### src/rtl/window_sequencer.sv
// window_sequencer
//   Sequences ADC samples into a hop-by-half windowing queue. Samples are
//   held for one cycle and then enqueued while there is room; once the queue
//   holds a full window, all DEPTH samples are read out. The queue then
//   rewinds its read pointer by SHIFT (half a window). This keeps the newest
//   half for the next window, so each later window needs only SHIFT new
//   samples.
//
// Ports
//   clock, reset        rising-edge clock, synchronous active-high reset
//   sample_valid/data   one-cycle ADC sample strobe and data
//   q_enqueue/q_dequeue/q_shift_back, q_data_in
//                       controls and write data for the external queue
//   q_data_out          queue read data, valid the cycle after q_dequeue
//   q_full/q_empty      queue status, only used to detect loss of sync
//   win_ready           downstream allows reads this cycle
//   win_valid/start/last, win_data
//                       window sample strobe, first/last flags, data
//   occupancy           tracked queue fill level, 0..DEPTH
//   overflow_count      dropped samples, saturating
//   desync              sticky: tracked level disagrees with queue status
module window_sequencer #(
    parameter int unsigned ADDRWIDTH = 12,
    parameter int unsigned WIDTH     = 12
) (
    input  logic                 clock,
    input  logic                 reset,
    input  logic                 sample_valid,
    input  logic [WIDTH-1:0]     sample_data,
    output logic                 q_enqueue,
    output logic                 q_dequeue,
    output logic                 q_shift_back,
    output logic [WIDTH-1:0]     q_data_in,
    input  logic [WIDTH-1:0]     q_data_out,
    input  logic                 q_full,
    input  logic                 q_empty,
    input  logic                 win_ready,
    output logic                 win_valid,
    output logic                 win_start,
    output logic                 win_last,
    output logic [WIDTH-1:0]     win_data,
    output logic [ADDRWIDTH:0]   occupancy,
    output logic [15:0]          overflow_count,
    output logic                 desync
);

    typedef enum logic [1:0] {S_FILL, S_READ, S_DRAIN, S_SHIFT} state_t;

    localparam logic [ADDRWIDTH:0] C_ONE   = {{ADDRWIDTH{1'b0}}, 1'b1};
    localparam logic [ADDRWIDTH:0] C_DEPTH = {1'b1, {ADDRWIDTH{1'b0}}};
    localparam logic [ADDRWIDTH:0] C_SHIFT = C_DEPTH >> 1;
    localparam logic [ADDRWIDTH:0] C_LAST  = C_DEPTH - C_ONE;

    state_t               r_state;
    state_t               w_state_next;
    logic [ADDRWIDTH:0]   r_rd_cnt;
    logic                 r_hold_valid;
    logic [WIDTH-1:0]     r_hold_data;
    logic [ADDRWIDTH:0]   r_occupancy;
    logic [15:0]          r_overflow;
    logic                 r_desync;
    logic                 r_win_valid;
    logic                 r_win_start;
    logic                 r_win_last;

    logic                 w_enq_ok;
    logic                 w_drop;
    logic [ADDRWIDTH+1:0] w_occ_plus_shift;
    logic                 w_room_after_shift;
    logic [ADDRWIDTH:0]   w_occ_next;

    // While a window is being read, only accept a sample if the level after
    // the coming rewind (which adds SHIFT back) still fits in the queue.
    assign w_occ_plus_shift   = {1'b0, r_occupancy} + {1'b0, C_SHIFT};
    assign w_room_after_shift = (w_occ_plus_shift < {1'b0, C_DEPTH});

    always_ff @(posedge clock) begin
        if (reset) r_state <= S_FILL;
        else       r_state <= w_state_next;
    end

    always_comb begin
        w_state_next = r_state;
        w_enq_ok     = 1'b0;
        q_dequeue    = 1'b0;
        q_shift_back = 1'b0;
        case (r_state)
            S_FILL: begin
                w_enq_ok = (r_occupancy < C_DEPTH);
                if (r_occupancy == C_DEPTH) w_state_next = S_READ;
            end
            S_READ: begin
                w_enq_ok  = w_room_after_shift;
                q_dequeue = win_ready && (r_rd_cnt < C_DEPTH);
                if (q_dequeue && (r_rd_cnt == C_LAST)) w_state_next = S_DRAIN;
            end
            S_DRAIN: begin
                w_enq_ok     = w_room_after_shift;
                w_state_next = S_SHIFT;
            end
            S_SHIFT: begin
                q_shift_back = 1'b1;
                w_state_next = S_FILL;
            end
            default: w_state_next = S_FILL;
        endcase
    end

    assign q_enqueue = r_hold_valid && w_enq_ok;
    assign q_data_in = r_hold_data;
    assign w_drop    = sample_valid && r_hold_valid && !q_enqueue;

    // Hold register: a new sample takes the slot if it is empty or is being
    // emptied this cycle; otherwise the new sample is the one dropped.
    always_ff @(posedge clock) begin
        if (reset) begin
            r_hold_valid <= 1'b0;
            r_hold_data  <= '0;
        end else begin
            r_hold_valid <= sample_valid || (r_hold_valid && !q_enqueue);
            if (sample_valid && (!r_hold_valid || q_enqueue))
                r_hold_data <= sample_data;
        end
    end

    always_ff @(posedge clock) begin
        if (reset) begin
            r_overflow <= '0;
        end else if (w_drop && (r_overflow != 16'hFFFF)) begin
            r_overflow <= r_overflow + 16'd1;
        end
    end

    always_ff @(posedge clock) begin
        if (reset)                   r_rd_cnt <= '0;
        else if (r_state == S_SHIFT) r_rd_cnt <= '0;
        else if (q_dequeue)          r_rd_cnt <= r_rd_cnt + C_ONE;
    end

    // The rewind restores SHIFT entries that were read but not consumed.
    always_comb begin
        w_occ_next = r_occupancy;
        if (q_enqueue)    w_occ_next = w_occ_next + C_ONE;
        if (q_dequeue)    w_occ_next = w_occ_next - C_ONE;
        if (q_shift_back) w_occ_next = w_occ_next + C_SHIFT;
    end

    always_ff @(posedge clock) begin
        if (reset) begin
            r_occupancy <= '0;
            r_desync    <= 1'b0;
            r_win_valid <= 1'b0;
            r_win_start <= 1'b0;
            r_win_last  <= 1'b0;
        end else begin
            r_occupancy <= w_occ_next;
            if ((q_enqueue && q_full) || (q_dequeue && q_empty))
                r_desync <= 1'b1;
            r_win_valid <= q_dequeue;
            r_win_start <= q_dequeue && (r_rd_cnt == '0);
            r_win_last  <= q_dequeue && (r_rd_cnt == C_LAST);
        end
    end

    assign win_valid      = r_win_valid;
    assign win_start      = r_win_start;
    assign win_last       = r_win_last;
    assign win_data       = q_data_out;
    assign occupancy      = r_occupancy;
    assign overflow_count = r_overflow;
    assign desync         = r_desync;

endmodule

### config.mk
export PLATFORM = sky130hd
export DESIGN_NAME = window_sequencer
export DESIGN_NICKNAME = d
export VERILOG_FILES = /design/src/rtl/window_sequencer.sv
export SDC_FILE = /design/constraint.sdc
export NUM_CORES = 1
export LEC_CHECK = 0
export BUFFER_PORTS_ARGS = -buffer_cell sky130_fd_sc_hd__buf_2
export CAP_MARGIN = 20
export CORE_MARGIN = 5
export CORE_UTILIZATION = 25
export DETAILED_ROUTE_END_ITERATION = 7
export SLEW_MARGIN = 15
export SYNTH_ARGS = -nofsm -noshare
export SYNTH_HDL_FRONTEND = slang
export SYNTH_SLANG_ARGS = --single-unit
export TNS_END_PERCENT = 10
### constraint.sdc
create_clock -name clock -period 2.75 [get_ports clock]
set_input_delay 0.1375 -clock clock [delete_from_list [all_inputs] [get_ports clock]]
set_output_delay 0.1375 -clock clock [all_outputs]
set_load 0.005 [all_outputs]
==> summary by stage <==
STA
The transition time of the tightest slew-check pin is 0.593 ns. Setup violations remaining at the end of the flow were counted as 0. The number of failing hold endpoints at the final stage came to 0.

Of the available clock period, the critical path in the final layout requires 0.967. The aggregate negative setup slack is 0 ns. The maximum clock skew at final layout is 0.00634 ns. The max-slew violation count was 0. The worst-case headroom to the max-slew limit is 0.602. The worst hold slack after final layout is 0.0469 ns. For the finished layout, the period the worst path requires is 2.66 ns. Across all setup checks in the final design, the least slack found is between 0.09 and 0.1 ns. Based on the critical path, the design can be clocked at up to 376 MHz.

Critical path
The kind of end point of the critical path is a flop. The cell family with the largest share of critical-path delay is compound AO/OA/AOI/OAI gates. The library cell contributing the largest single delay on the critical path is a2111o_1. Across all register-to-register paths, the minimum setup slack is about 0.091 ns. For the worst setup path, the data arrival time is 2.88 ns.

Walking the worst path, the cells encountered are ha_2, or3b_4, a2111o_1, mux2i_2, o22ai_4, a31oi_1, a2bb2oi_2, mux2_4. The data required time at the worst endpoint is 2.97 ns. The sum of buffers and inverters on the critical path is 0.

The worst setup path is of the flop to flop kind. Of all nets on the critical path, the largest fanout is 8. STA classifies the critical path startpoint as a flop. On the worst path, the slowest cell contributes a delay of 0.48 ns.

Floorplan
From bottom edge to top edge, the die measures 124 um. During I/O placement, the number of pins put on the boundary was 90. The initial cell density of the core is 0.256. The floorplan step defined a die boundary enclosing about 0.015 sq mm. The floorplan has 41 rows. In this run the horizontal extent of the chip is between 100 and 150 um. The core area is 0.0127 sq mm.

Synth
The number of warnings reported in the yosys synthesis log is 0. In the synthesized netlist the dominant register cell turns out to be dfxtp_1. The synthesized net count is 435.

The post-synthesis async set-or-reset flop share is 0. The largest area contributor in the synthesized netlist is dfxtp_1. The count of distinct cell types in the synthesized netlist is 51.

Yosys mapped a number of flops with a built-in enable equal to 0. The mean instance size in the synthesized netlist is 8.27 sq um. By count the netlist is led by dfxtp_1 (61), nand2_1 (52), nor2_1 (51). The synthesized instance count is 394. The most frequently used cell type in the post-synthesis netlist is dfxtp_1. In this run, synthesis produced a sequential element count of 61. The share of synthesized area in the top cell type comes to 0.375.

The sequential fraction of the synthesis area is 0.375. The mapped netlist covers 0.00326 sq mm. By area the synthesized netlist is led by dfxtp_1 (37%), nand2_1 (6.0%), xor2_1 (5.9%).

Pwr
Cell internal power was estimated by the tool at 1.95 mW. The total leakage power is 1.73 nW. The combinational fraction of design power is 0.285. Dividing total power by cell area gives a power density of 690 mW/mm^2.

Of the total power, the share spent switching nets is 0.328. The highest ir drop seen on vdd is 331 uV. Of the total power, the clock network draws 0.351. Of the total power, registers draw 0.364.

The analysis attributes to net switching a power of 0.953 mW.

Cells and area
Measured on the finished design, the core utilization comes to 0.331. Of the cells placed in the final design, the portion with a size suffix greater than 1 is 0.282. The final instance area is 0.00421 sq mm. 0 antenna diodes ended up in the layout. The area added between synthesis and finish is 29.1%. The layout has 1388 filler cells. The final layout net count is between 500 and 600.

Global route
The first global-routing pass estimated ~14000 um of wire. Across every metal layer, demand over resource in global routing totals 0.114. Global routing finished with a remaining overflow of 0.

The initial antenna violation count is 0. Entering global routing, the biggest net connects 29 pins. The number of global-route vias before repair is 2879.

Clocking
TritonCTS built the clock tree. The clock tree synthesis step divided the H-tree into 3 levels. The clock net sink count is 61.

The root buffer cell chosen for the clock tree is clkbuf_16. The clock-pin slew on the worst setup and hold paths is 0.06 ns. The worst-case clock buffer depth is 2. The TritonCTS buffer count is 9. The clock reaches the later pin of the worst-skew pair after ~0.33 ns.

Routing
The number of nets with antenna violations after routing is 0. The average detailed-routed wire length per instance is 13.6 um. After the first detailed-routing iteration, the DRC count stood at 183. The average vias per placed instance is 4.60. The number of iterations in the first detailed-routing pass is 4. For this run, design rule violations remaining after detail routing come to 0. For this block, the routed nets add up to about 9000 um of wire.

The final route contains 2988 vias.

Run status
The flow ran to the end, and the final reports show no timing, DRC or antenna violations.

Placement
Before CTS, the worst setup slack after placement is -0.0243 ns. The post-DP HPWL is 6490 um. During placement, the flow inserted port buffers numbering 65.

The standard cell area after detailed placement is 0.00381 sq mm. The final weighted congestion in routability-driven placement is 0.819.

Flow run
Across the run, the number of max-cap violations was 0.

Min path
The worst min-delay path class is input pin to flop.
==> path summary, 6_finish.rpt <==
check                 start           end  cells after the start
max              r_state[0]  occupancy[9]                      8
min reg2reg    q_data_in[9]  q_data_in[9]                      2
max reg2reg      r_state[0]  occupancy[9]                      8
min          sample_data[7]  q_data_in[7]                      3
==> cell type report <==
class	count	area, sq um	area share
clock buffer	10	229	0.0544
inverter	17	63.8	0.0152
clock inverter	6	40.0	0.00952
sequential	61	1220	0.291
multi-input combinational	293	1910	0.454
tap	172	215	0.0511
timing repair buffer	91	524	0.125
==> power by group through the flow <==
stage          sequential [mW]  clock, mW  combinational [mW]
2_1_floorplan             1.06          0               0.484
3_3_place_gp              1.07          0               0.716
3_5_place_dp              1.07          0               0.733
4_1_cts                   1.05       1.06               0.752
5_1_grt                   1.07       1.09               0.918
6_report                  1.06       1.02               0.828
==> kinds of logic (layout without fill, tap and decap cells) <==
family | Yosys count | in the layout | synth area share
flops | 61 | 61 | 0.375
xor+xnor | 39 | 39 | 0.105
simple gates | 180 | 180 | 0.263
mux | 8 | 8 | 0.0265
buf+inv | 40 | 124 | 0.0603
fa+ha+maj | 11 | 11 | 0.0422
compound gates | 55 | 55 | 0.128
==> through the flow <==
| step | cells | power [mW] |
|---|---|---|
| 2_1_floorplan | 394 | 1.54 |
| 3_3_place_gp | 627 | 1.78 |
| 3_5_place_dp | 627 | 1.80 |
| 4_1_cts | 643 | 2.87 |
| 5_1_grt | 650 | 3.08 |
| 6_report | 650 | 2.90 |
==> tightest hold or removal path, stage by stage <==
cell	delay, ns
buf_2	0.09
nand2_1	0.04
a21oi_1	0.05
==> flip-flops by register name (all words and copies together), names as in the netlist, 2 cells and up <==
register and flops:
r_state 2, occupancy 13, overflow_count 16, r_rd_cnt 13, q_data_in 12
==> layout by cell type (no fill, tap or decap), drive strengths merged, types with 5 or more instances in the layout <==
cell type / instances
nand3: 13
buf: 91
o21ai: 5
a211oi: 8
a21oi: 25
clkbuf: 10
nand4: 11
nor3: 18
mux2i: 6
nand2: 52
nor2: 51
clkinv: 6
dfxtp: 61
inv: 16
ha: 11
xnor2: 17
xor2: 22
and3: 5
==> routing by layer <==
| layer | up-vias | global-route usage | routed length [um] |
|---|---|---|---|
| met1 | 1397 | 0.138 | 3830 |
| met5 | - | 0 | 0 |
| met3 | 10 | 0.0450 | 523 |
| met4 | 0 | 0.0390 | 109 |
| met2 | 75 | 0.185 | 4350 |
| li1 | 1506 | - | - |
==> timing repair <==
action / in CTS / in global routing
resized for setup: 2 / 14
gates cloned: 0 / 0
buffers inserted: 0 / 7
endpoints found under the hold margin: 0 / 0
endpoints found under the setup margin: 2 / 6
pin swaps: 0 / 6
hold buffers: 0 / 0
Note: power is estimated with default switching activity, not from simulation.
